File: src/rtl/alu_error_monitor_if.sv
// Bundle of the ALU-monitor operation inputs, board button and LED/status outputs.
interface alu_error_monitor_if #(
    parameter int unsigned WIDTH = 4,
    parameter int unsigned CNT_W = 8
);
    logic             valid;
    logic [2:0]       seletor;
    logic [WIDTH-1:0] b;
    logic             sub_neg;
    logic             ovf;
    logic [3:0]       mask;
    logic             clear_btn;
    logic             err_pulse;
    logic             ledr9;
    logic [3:0]       first_cause;
    logic [3:0]       all_causes;
    logic [CNT_W-1:0] err_count;

    // Driver side: ALU datapath / opcode selector and pushbutton.
    modport master (
        output valid, seletor, b, sub_neg, ovf, mask, clear_btn,
        input  err_pulse, ledr9, first_cause, all_causes, err_count
    );

    // Monitor side.
    modport slave (
        input  valid, seletor, b, sub_neg, ovf, mask, clear_btn,
        output err_pulse, ledr9, first_cause, all_causes, err_count
    );
endinterface

File: src/rtl/alu_error_monitor.sv
// Registered ALU error monitor: classifies issued operations, keeps a sticky error
// record (first cause, accumulated causes, saturating count) and drives the error LED.
module alu_error_monitor #(
    parameter int unsigned WIDTH     = 4,
    parameter int unsigned CNT_W     = 8,
    parameter int unsigned BLINK_DIV = 25000000,
    parameter int unsigned BLINK_EN  = 1
) (
    input logic                clk,
    input logic                rst_n,
    alu_error_monitor_if.slave mon_io
);
    localparam int unsigned BlinkW = (BLINK_DIV > 2) ? $clog2(BLINK_DIV) : 1;
    localparam logic [BlinkW-1:0] BlinkMax = BlinkW'(BLINK_DIV - 1);
    localparam logic [CNT_W-1:0]  CntOne   = CNT_W'(1);
    localparam logic [CNT_W-1:0]  CntMax   = '1;

    typedef enum logic {StIdle, StError} state_e;

    state_e            state_q, state_d;
    logic [3:0]        first_q, first_d;
    logic [3:0]        all_q, all_d;
    logic [CNT_W-1:0]  cnt_q, cnt_d;
    logic              led_q, led_d;
    logic [BlinkW-1:0] blink_q, blink_d;
    logic              pulse_q, pulse_d;
    logic              clr_s1_q, clr_s2_q, clr_s3_q;

    logic [3:0] cause;
    logic [3:0] eff;
    logic [3:0] eff_first;
    logic       hit;
    logic       clr;

    // Raw causes are only meaningful on a valid strobe; masking gives the effective set.
    always_comb begin
        cause = 4'b0000;
        if (mon_io.valid) begin
            cause[0] = (mon_io.seletor == 3'b110) && (mon_io.b == '0);
            cause[1] = (mon_io.seletor == 3'b111);
            cause[2] = (mon_io.seletor == 3'b001) && mon_io.sub_neg;
            cause[3] = (mon_io.seletor == 3'b000) && mon_io.ovf;
        end
        eff       = cause & mon_io.mask;
        hit       = |eff;
        // Isolate the lowest set bit so c[0] wins when several causes coincide.
        eff_first = eff & (~eff + 4'd1);
    end

    // Two-flop synchronizer plus an edge-detect flop for the asynchronous clear button.
    always_ff @(posedge clk or negedge rst_n) begin
        if (!rst_n) begin
            clr_s1_q <= 1'b0;
            clr_s2_q <= 1'b0;
            clr_s3_q <= 1'b0;
        end else begin
            clr_s1_q <= mon_io.clear_btn;
            clr_s2_q <= clr_s1_q;
            clr_s3_q <= clr_s2_q;
        end
    end

    assign clr = clr_s2_q & ~clr_s3_q;

    // Next-state: FSM transitions, cause/count recording and LED blink phase.
    always_comb begin
        state_d = state_q;
        first_d = first_q;
        all_d   = all_q;
        cnt_d   = cnt_q;
        led_d   = led_q;
        blink_d = blink_q;
        pulse_d = hit;
        unique case (state_q)
            StIdle: begin
                led_d   = 1'b0;
                blink_d = '0;
                if (hit) begin
                    state_d = StError;
                    first_d = eff_first;
                    all_d   = eff;
                    cnt_d   = CntOne;
                    led_d   = 1'b1;
                end
            end
            StError: begin
                // Free-running blink phase; new hits do not restart it.
                if (BLINK_EN != 0) begin
                    if (blink_q == BlinkMax) begin
                        blink_d = '0;
                        led_d   = ~led_q;
                    end else begin
                        blink_d = blink_q + 1'b1;
                    end
                end else begin
                    led_d = 1'b1;
                end
                if (clr) begin
                    if (hit) begin
                        // Clear first, then record the hit as a fresh entry.
                        first_d = eff_first;
                        all_d   = eff;
                        cnt_d   = CntOne;
                        led_d   = 1'b1;
                        blink_d = '0;
                    end else begin
                        state_d = StIdle;
                        first_d = 4'b0000;
                        all_d   = 4'b0000;
                        cnt_d   = '0;
                        led_d   = 1'b0;
                        blink_d = '0;
                    end
                end else if (hit) begin
                    all_d = all_q | eff;
                    if (cnt_q != CntMax) begin
                        cnt_d = cnt_q + CntOne;
                    end
                end
            end
            default: begin
                state_d = StIdle;
            end
        endcase
    end

    // State and record registers.
    always_ff @(posedge clk or negedge rst_n) begin
        if (!rst_n) begin
            state_q <= StIdle;
            first_q <= 4'b0000;
            all_q   <= 4'b0000;
            cnt_q   <= '0;
            led_q   <= 1'b0;
            blink_q <= '0;
            pulse_q <= 1'b0;
        end else begin
            state_q <= state_d;
            first_q <= first_d;
            all_q   <= all_d;
            cnt_q   <= cnt_d;
            led_q   <= led_d;
            blink_q <= blink_d;
            pulse_q <= pulse_d;
        end
    end

    assign mon_io.err_pulse   = pulse_q;
    assign mon_io.ledr9       = led_q;
    assign mon_io.first_cause = first_q;
    assign mon_io.all_causes  = all_q;
    assign mon_io.err_count   = cnt_q;
endmodule

File: src/flat_wrapper.sv
// flat-port wrapper written by rule: the top's interface ports become plain ports
module alu_error_monitor_flat 
#(
    parameter int unsigned WIDTH     = 4,
    parameter int unsigned CNT_W     = 8,
    parameter int unsigned BLINK_DIV = 25000000,
    parameter int unsigned BLINK_EN  = 1
)
  (clk, rst_n, mon_io_valid, mon_io_seletor, mon_io_b, mon_io_sub_neg, mon_io_ovf, mon_io_mask, mon_io_clear_btn, mon_io_err_pulse, mon_io_ledr9, mon_io_first_cause, mon_io_all_causes, mon_io_err_count);
  alu_error_monitor_if #(.WIDTH(WIDTH), .CNT_W(CNT_W)) mon_io_i ();
  input logic clk;
  input logic rst_n;
  input wire logic [$bits(mon_io_i.valid)-1:0] mon_io_valid;
  input wire logic [$bits(mon_io_i.seletor)-1:0] mon_io_seletor;
  input wire logic [$bits(mon_io_i.b)-1:0] mon_io_b;
  input wire logic [$bits(mon_io_i.sub_neg)-1:0] mon_io_sub_neg;
  input wire logic [$bits(mon_io_i.ovf)-1:0] mon_io_ovf;
  input wire logic [$bits(mon_io_i.mask)-1:0] mon_io_mask;
  input wire logic [$bits(mon_io_i.clear_btn)-1:0] mon_io_clear_btn;
  output wire logic [$bits(mon_io_i.err_pulse)-1:0] mon_io_err_pulse;
  output wire logic [$bits(mon_io_i.ledr9)-1:0] mon_io_ledr9;
  output wire logic [$bits(mon_io_i.first_cause)-1:0] mon_io_first_cause;
  output wire logic [$bits(mon_io_i.all_causes)-1:0] mon_io_all_causes;
  output wire logic [$bits(mon_io_i.err_count)-1:0] mon_io_err_count;
  assign mon_io_i.valid = mon_io_valid;
  assign mon_io_i.seletor = mon_io_seletor;
  assign mon_io_i.b = mon_io_b;
  assign mon_io_i.sub_neg = mon_io_sub_neg;
  assign mon_io_i.ovf = mon_io_ovf;
  assign mon_io_i.mask = mon_io_mask;
  assign mon_io_i.clear_btn = mon_io_clear_btn;
  assign mon_io_err_pulse = mon_io_i.err_pulse;
  assign mon_io_ledr9 = mon_io_i.ledr9;
  assign mon_io_first_cause = mon_io_i.first_cause;
  assign mon_io_all_causes = mon_io_i.all_causes;
  assign mon_io_err_count = mon_io_i.err_count;
  alu_error_monitor #(.WIDTH(WIDTH), .CNT_W(CNT_W), .BLINK_DIV(BLINK_DIV), .BLINK_EN(BLINK_EN)) u_core (.clk(clk), .rst_n(rst_n), .mon_io(mon_io_i));
endmodule
File: config.mk
export PLATFORM = sky130hd
export DESIGN_NAME = alu_error_monitor_flat
export DESIGN_NICKNAME = d
export VERILOG_FILES = /design/src/rtl/alu_error_monitor_if.sv /design/src/rtl/alu_error_monitor.sv /design/src/flat_wrapper.sv
export SDC_FILE = /design/constraint.sdc
export NUM_CORES = 1
export LEC_CHECK = 0
export BUFFER_PORTS_ARGS = -buffer_cell sky130_fd_sc_hd__buf_2
export CAP_MARGIN = 10
export CORE_UTILIZATION = 50
export DETAILED_ROUTE_END_ITERATION = 8
export PLACE_DENSITY = 0.72
export SYNTH_ARGS = -nofsm -noshare
export SYNTH_HDL_FRONTEND = slang
export SYNTH_SLANG_ARGS = --single-unit
File: constraint.sdc
create_clock -name clk -period 6.44 [get_ports clk]
set_clock_uncertainty 0.05 [all_clocks]
set_input_delay 0.966 -clock clk [delete_from_list [all_inputs] [get_ports clk]]
set_output_delay 0.966 -clock clk [all_outputs]
set_load 0.02 [all_outputs]
==> out/results.txt <==
outcome -> finished clean
average cell area after synthesis -> 10.1 um^2
via-per-instance ratio -> 5.53
# H-tree levels -> 2
sequential cell area fraction in the yosys report -> 51.3%
Syn-to-layout area delta -> 13.6%
unrepaired setup endpoints after global routing -> false
die area -> 4860 um^2
Main synth FF type -> dfrtp_1
Worst setup EP type -> flip-flop
routed wl met2 -> 1940 um
Core Region -> 4380 um^2
root buf cell -> clkbuf_8
clock sink total -> 47
Die Ht -> 69.7 um
Reg clk slew, reported paths -> 80 ps
Rel. slew slack -> 33.2%
final wirelength -> 4270 um
ys async rst share -> 100%
fin crit share -> 41.4%
max-cap viol count -> 0
post-cts resize count -> 0
Yosys warnings -> 0
final hold vios -> 0
Data arrival, critical path -> 2760 ps
met3 WL -> 141 um
layout cells sized above 1 -> 17.8%
setup violators final -> 0
Period minus WS final -> 2660 ps
CTS tree -> built
Hold-fix buffers, CTS -> 0
# rows -> 24
first-pass GRT wire length -> 7700 um
Final Max Tran Viols -> 0
worst hold margin -> 313 ps
Diodes inserted -> 0
First DRT Iteration DRCs -> 135
Peak VDD IR -> 0.000176 V
worst path required time -> 6530 ps
Inserted Clock Buffers -> 5
cell with the most instances after synthesis -> dfrtp_1
Synth top area share -> 51.3%
DRC violations left -> 0
CP Launch Type -> flip-flop
clk_lat worst skew -> 300 ps
critical path type -> flip-flop to flip-flop
post-DP HPWL -> 3030 um
leakage power -> 1.23 nW
Max Used Layer -> met4
largest net degree at the start of global routing -> 48
most frequent cells after synthesis -> dfrtp_1, nor2_1, nand2_1
Boundary Pins -> 35
Worst path slowest cell -> nand2b_1
setup_tns -> 0 ps
Hold Path Class -> flip-flop to flip-flop
GRT Resource Usage Total -> 19.9%
ANT nets after route -> 0
Synth Instances -> 228
Final nets -> 282
Routed met1 length -> 2130 um
crit path buf inv count -> 1
Peak Freq -> 375 MHz
Post-CTS Setup Bufs -> 0
WL per Instance -> 13.5 um
DR pass1 iterations -> 4
initial antenna violation count -> 0
Layout Utilization -> 59.4%
buffers added on ports -> 34
Cell Area, Synth -> 2290 um^2
routed via count -> 1746
Tightest Pin Transition -> 1000 ps
Placer Congestion -> 0.853
number of synthesized flops with an enable pin -> 0
Die Wd -> 69.7 um
synth top area cells -> dfrtp_1, nor2_1, xnor2_1, xor2_1, nand3_1
vias in the first global route -> 1657
critical path peak fanout -> 24
fill count -> 399
Synth Net Count -> 247
overflow left after global routing -> 0
Bufs on Longest Clock Path -> 2
leading area contributor after synthesis -> dfrtp_1
Distinct cells, synth -> 38
post-synthesis register bit count -> 47
pwr dens -> 256 nW/um^2
CP delay by family, top -> simple AND/OR/NAND/NOR gates
CP Cell Sequence -> ha_1 > inv_1 > or4_4 > nor4_4 > nand2b_1 > nor2_1
Initial Util -> 52.3%
crit-path max cell delay -> 730 ps
where the power goes:
part           internal [mW]  total (mW)  leakage (nW)  switching, mW
Combinational         0.0396       0.104         0.534         0.0645
Sequential             0.317       0.344         0.638         0.0262
Clock                  0.126       0.219        0.0612         0.0933
Total                  0.483       0.667          1.23          0.184
per-layer routing:
layer,vias to the layer above,global-route usage (%)
li1,871,-
met1,838,29.0
met2,33,29.6
met3,4,3.92
met4,0,7.11
met5,-,0
layout make-up:
type                    instances  area [um^2]  area share, %
multi-input cells             169         1050           40.3
flip-flops and latches         47         1180           45.1
well taps                      52         65.1           2.50
inverters                       5         18.8          0.720
clock buffers                   6         82.6           3.17
clock inverters                 2         35.0           1.34
repair buffers                 35          178           6.82
kinds of logic (layout without fill, tap and decap cells):
group / Yosys count / in the layout / share of synthesized area [%]
simple gates: 120 / 120 / 27.8
flops: 47 / 47 / 51.3
xor+xnor: 24 / 24 / 9.17
compound gates: 23 / 23 / 7.69
buf+inv: 12 / 48 / 2.95
fa+ha+maj: 2 / 2 / 1.09
state kept, by name, indices dropped and copies added (netlist names):
name / flops
u_core.blink_q: 25
u_core.mon_io.err_count: 8
u_core.mon_io.all_causes: 4
u_core.mon_io.first_cause: 4
u_core.clr_s1_q: 1
u_core.clr_s2_q: 1
u_core.clr_s3_q: 1
u_core.mon_io.err_pulse: 1
u_core.mon_io.ledr9: 1
u_core.state_q: 1
final timing paths:
kind	end	slack, ps	from	cells past startpoint
max	u_core.blink_q[23]$_DFF_PN0_	3780	u_core.blink_q[0]$_DFF_PN0_	6
min	u_core.clr_s2_q$_DFF_PN0_	310	u_core.clr_s1_q$_DFF_PN0_	0
max reg2reg	u_core.blink_q[23]$_DFF_PN0_	3780	u_core.blink_q[0]$_DFF_PN0_	6
min reg2reg	u_core.clr_s2_q$_DFF_PN0_	310	u_core.clr_s1_q$_DFF_PN0_	0
max in group asynchronous	u_core.blink_q[23]$_DFF_PN0_	4930	rst_n	1
min in group asynchronous	u_core.mon_io.err_count[7]$_DFFE_PN0P_	770	rst_n	1
placed cells by master, fill, tap and decap left out, types with 3 or more instances in the layout:
cell,n
xor2_1,11
nand2_1,20
dfrtp_1,47
nand3_1,18
inv_1,5
nand4_1,3
a21o_1,6
nor4_1,8
and2_1,4
and3_1,10
nor4b_1,3
a22o_1,4
clkbuf_8,6
xnor2_1,13
buf_2,34
nor2_1,32
nor3_1,8
metrics by stage:
step	cells	setup slack [ps]	cell area [um^2]	power (mW)
global route	316	3540	2610	0.698
finish	316	3780	2610	0.667
CTS	316	3740	2610	0.675
floorplan	228	4230	2290	0.415
global placement	308	3850	2490	0.451
detailed placement	308	3750	2490	0.455
Power figures use the tool's default switching activity.
